**config.mk**
```make
export PLATFORM = sky130hd
export DESIGN_NAME = fetch_stage
export DESIGN_NICKNAME = d
export VERILOG_FILES = /design/src/rtl/pipe_pkg.sv /design/src/rtl/fd_pipe_reg.sv /design/src/rtl/fetch_stage.sv
export SDC_FILE = /design/constraint.sdc
export NUM_CORES = 1
export LEC_CHECK = 0
export CORE_UTILIZATION = 60
export CTS_CLUSTER_SIZE = 40
export DETAILED_ROUTE_END_ITERATION = 16
export DONT_BUFFER_PORTS = 1
export GPL_TIMING_DRIVEN = 0
export PLACE_DENSITY = 0.76
export SLEW_MARGIN = 40
export SYNTH_ARGS = -nofsm -noshare
export SYNTH_HDL_FRONTEND = slang
export SYNTH_SLANG_ARGS = --single-unit
```
**constraint.sdc**
```tcl
create_clock -name clk -period 2.7 [get_ports clk]
set_input_delay 0.27 -clock clk [delete_from_list [all_inputs] [get_ports clk]]
set_output_delay 0.27 -clock clk [all_outputs]
set_load 0.01 [all_outputs]
```
**src/rtl/pipe_pkg.sv**
```systemverilog
// pipe_pkg: shared pipeline constants and fetch FSM state encoding
package pipe_pkg;
   localparam logic [15:0] NOP_INSTR  = 16'h0800;
   localparam logic [15:0] HALT_INSTR = 16'h0000;
   localparam logic [15:0] RESET_PC   = 16'h0000;
   typedef enum logic [1:0] {FETCH, WAIT, DISCARD, HALTED} fetch_state_t;
endpackage

```
**src/rtl/fd_pipe_reg.sv**
```systemverilog
// fd_pipe_reg: IF/ID pipeline register with flush-to-NOP (priority) and hold controls
module fd_pipe_reg
   import pipe_pkg::*;
(
   input  logic        clk,
   input  logic        rst,
   input  logic        hold,
   input  logic        flush,
   input  logic [15:0] instr,
   input  logic [15:0] pc_inc,
   output logic [15:0] fd_instr,
   output logic [15:0] fd_pc_inc,
   output logic        fd_valid
);
   always_ff @(posedge clk or posedge rst)
      if (rst) begin
         fd_instr  <= NOP_INSTR;
         fd_pc_inc <= RESET_PC;
         fd_valid  <= 1'b0;
      end else if (flush) begin
         fd_instr <= NOP_INSTR;
         fd_valid <= 1'b0;
      end else if (!hold) begin
         fd_instr  <= instr;
         fd_pc_inc <= pc_inc;
         fd_valid  <= 1'b1;
      end
endmodule

```
**src/rtl/fetch_stage.sv**
```systemverilog
// fetch_stage: PC, instruction-memory request FSM and IF/ID register.
// Define FETCH_ALIGN_CHECK_EN to enable the sticky misaligned-PC flag on fetch_err.
module fetch_stage
   import pipe_pkg::*;
(
   input  logic        clk,
   input  logic        rst,
   input  logic        if_stall,
   input  logic        FD_NOP,
   input  logic        redirect,
   input  logic [15:0] redirect_pc,
   output logic [15:0] imem_addr,
   output logic        imem_rd,
   input  logic [15:0] imem_data,
   input  logic        imem_done,
   output logic [15:0] fd_instr,
   output logic [15:0] fd_pc_inc,
   output logic        fd_valid,
   output logic        fetch_err
);
   fetch_state_t state;
   logic [15:0] pc, tgt, pc_inc;
   logic active, bad, flush, halt_hit;
   assign pc_inc    = pc + 16'd2;
   assign imem_addr = pc;
   assign imem_rd   = !rst && state != HALTED;
   assign active    = state == FETCH || state == WAIT;
`ifdef FETCH_ALIGN_CHECK_EN
   assign bad = pc[0];
   always_ff @(posedge clk or posedge rst)
      if (rst) fetch_err <= 1'b0;
      else if (active && bad) fetch_err <= 1'b1;
`else
   assign bad       = 1'b0;
   assign fetch_err = 1'b0;
`endif
   // a stall alone freezes IF/ID; every other non-delivering cycle leaves a bubble
   assign flush = redirect || FD_NOP || state == DISCARD ||
                  (!if_stall && (state == HALTED || !imem_done || bad));
   assign halt_hit = active && !redirect && !FD_NOP && !if_stall && imem_done &&
                     !bad && imem_data == HALT_INSTR;
   always_ff @(posedge clk or posedge rst)
      if (rst) begin
         state <= FETCH;
         pc    <= RESET_PC;
         tgt   <= RESET_PC;
      end else if (redirect) begin
         if (!imem_done && (state == WAIT || state == DISCARD)) begin
            tgt   <= redirect_pc;
            state <= DISCARD;
         end else begin
            pc    <= redirect_pc;
            state <= FETCH;
         end
      end else if (state == DISCARD) begin
         if (imem_done) begin
            pc    <= tgt;
            state <= FETCH;
         end
      end else if (active && (FD_NOP || !if_stall)) begin
         state <= !imem_done ? WAIT : halt_hit ? HALTED : FETCH;
         if (imem_done && !if_stall && !halt_hit) pc <= pc_inc;
      end
   fd_pipe_reg u_fd (
      .clk      (clk),
      .rst      (rst),
      .hold     (if_stall),
      .flush    (flush),
      .instr    (imem_data),
      .pc_inc   (pc_inc),
      .fd_instr (fd_instr),
      .fd_pc_inc(fd_pc_inc),
      .fd_valid (fd_valid)
   );
endmodule

```
==> run metrics <==
layout cells sized above 1 18.8%; syn_nets 366; Setup Fix Bufs, Post-CTS 0; Clock Power Share 21.6%; Max H-tree Level 3; largest net degree at the start of global routing 45; WL/cell 19.5 um; fillers 422; Worst Tran Pin Value 0.697 ns; Pre-antenna DRT Iters 5; # setup viols final 0; met3 WL 854 um; met2 WL 3600 um; vias in the first global route 2,556; Max Buffers Root-to-Sink 2; clk slew on worst S/H paths 0.08 ns; worst-path fanout max 10; post-cts sizing count 0; Mean Syn Cell Area 10.6 um2; Fin Setup TNS 0 ns; worst reg2reg endpoint imem_addr[11]; Leakage 1.57 nW; top sig layer met4; max-cap violations 0; insertion delay to the later sink of the worst-skew pair 0.35 ns; worst clock skew 0.00501 ns; DP Cell Count 396; Crit Path Class register to register; Pint 2.39 mW; Hold Crit Class input port to register; Total Nets Final 379; status finished, final reports clean; die area 6020 um2; Comb power frac 31.7%; fin util 68.2%; switch share 39.5%; Tot Pwr 3.95 mW; Sequential Power Share 46.8%; DRC viols 0; first-pass GRT wire length 13,000 um; post-synthesis cell type count 63; EDFF count, synth 0; fin cells 413; register-to-register setup slack 0.29 ns; asr flop ratio synth 100%; x dimension of the die 77.6 um; ANT cells 0; Final Max Slew Viols 0; Reg-to-Reg Start state[0]; die height 77.6 um; Post-synth top flop dfrtp_1; worst reg-to-reg path cell count 8; WP data required 2.97 ns; Max Freq 415 MHz; DR iter-0 viols 250; Starting Density 62.3%; Critical Path End imem_addr[11]; core area 5510 um2; Hold Fails Final Rpt 0; hold buffer count at CTS 1; Syn. warnings 0; Area growth, synth to finish 9.45%; net switching power figure 1.56 mW; GPL Wtd Cong 0.828; post-layout min period 2.41 ns; clock tree from TritonCTS built; clock root cell clkbuf_8; CP Launch Point state[0]; Peak VDD IR 0.615 mV; Rel. slew slack 53.1%; final wirelength 8070 um; initial antenna violation count 0; most frequent cells in the layout dfrtp_1 (66), nor2_1 (26), nand2_1 (20), mux2_2 (19); HP Start imem_data[12]; CTS sink cnt 67; part of the Yosys area used for sequential elements 48.9%; Post-Route M1 WL 3450 um; total congestion overflow 0; CTS buffer count 9; gr usage total 28.5%; unrepaired setup endpoints after global routing false; Post-Synthesis Cells 323; crit end category register; worst path arrival time 2.68 ns; num rows 27; routed vias 2,654; crit start category register; ANT nets after route 0; fin crit share 89.3%; number of vias per cell 6.43; Power Dens Cells 1050 nW/um2; Seq cells post-synth 67; synthesized area 3430 um2; dpl hpwl 5770 um; commonest non-fill, non-tap cell in the layout dfrtp_1; I/O pin count 89; Port Buffers 0
[synth_stat cells, types with 2 or more instances]
master	count	share of area [%]
a22o_1	18	4.6
nand2b_1	3	0.55
o21ai_0	8	1.2
or4_1	5	1.1
xor2_1	2	0.51
o22a_1	4	1.0
nor2_1	26	2.8
buf_2	7	1.0
nand3_1	3	0.44
a22oi_1	6	1.3
nand2_1	20	2.2
mux2_2	19	6.2
a21oi_1	18	2.6
o22ai_1	5	0.91
a221oi_1	2	0.51
nor4_1	4	0.73
xnor2_1	11	2.8
or2_2	3	0.55
and2_1	2	0.36
and3_1	3	0.55
ha_1	5	1.8
nand4_1	5	0.91
nor3_1	7	1.0
a31oi_1	2	0.36
o211ai_1	5	1.1
clkbuf_1	11	1.2
a211oi_1	4	0.88
dfrtp_1	66	48
buf_4	2	0.44
inv_1	11	1.2
a41o_1	4	1.2
[power groups by stage]
stage	Clock, mW	Sequential (mW)	Combinational, mW
after global placement	0	1.85	1.19
after floorplan	0	1.76	0.992
after CTS	0.861	1.84	1.24
after detailed placement	0	1.87	1.23
final	0.851	1.85	1.25
after global routing	0.905	1.90	1.39
[area by class of cell]
| class | instances | area [um2] | area share [%] |
|---|---|---|---|
| Inverter | 11 | 43.8 | 1.17 |
| Timing Repair Buffer | 2 | 30.0 | 0.800 |
| Clock buffer | 9 | 124 | 3.30 |
| Sequential cell | 67 | 1680 | 44.7 |
| Buffer | 23 | 111 | 2.97 |
| Multi-Input combinational cell | 222 | 1600 | 42.6 |
| Tap cell | 72 | 90.1 | 2.40 |
| Clock inverter | 7 | 77.6 | 2.07 |
[stage by stage]
| stage | worst slack, ns | area (um2) | hold slack [ns] |
|---|---|---|---|
| after CTS | 0.320 | 3750 | 0.0514 |
| after detailed placement | 0.350 | 3540 | 0.126 |
| after global placement | 0.0735 | 3520 | 0.410 |
| after floorplan | 0.548 | 3430 | 0.410 |
| final | 0.288 | 3750 | 0.0529 |
| after global routing | 0.0573 | 3750 | 0.0455 |
[cells by family after synthesis]
logic type      Yosys count  share of synthesized area (%)
compound gates           89                           19.7
buf+inv                  34                           4.45
other cells               1                          0.109
fa+ha+maj                 5                           1.82
xor+xnor                 13                           3.32
flops                    67                           48.9
simple gates             93                           14.8
mux                      21                           6.86
[layer usage]
metal	vias up	global-route usage, %
met5	-	0
met3	15	11.1
met4	0	11.5
met2	134	39.9
li1	1216	-
met1	1289	39.4
[sequential cells by signal (all words and copies together), names as in the netlist]
signal	count
imem_addr	16
state	2
tgt	16
u_fd.fd_instr	16
u_fd.fd_pc_inc	16
u_fd.fd_valid	1
[worst min path at each step]
stage,endpoint,depth (start not counted)
floorplan,u_fd.fd_instr[10],1
global placement,u_fd.fd_instr[14],1
detailed placement,u_fd.fd_pc_inc[1],1
CTS,u_fd.fd_instr[15],1
global route,u_fd.fd_instr[15],1
finish,u_fd.fd_instr[12],1
[critical path, stage by stage (launching register included)]
cell,delay [ns]
dfrtp_1,0.41
inv_1,0.11
ha_1,0.14
buf_2,0.17
clkbuf_1,0.47
nor2_1,0.19
clkbuf_1,0.31
a221oi_1,0.33
a2bb2oi_1,0.19
Power figures use the tool's default switching activity.
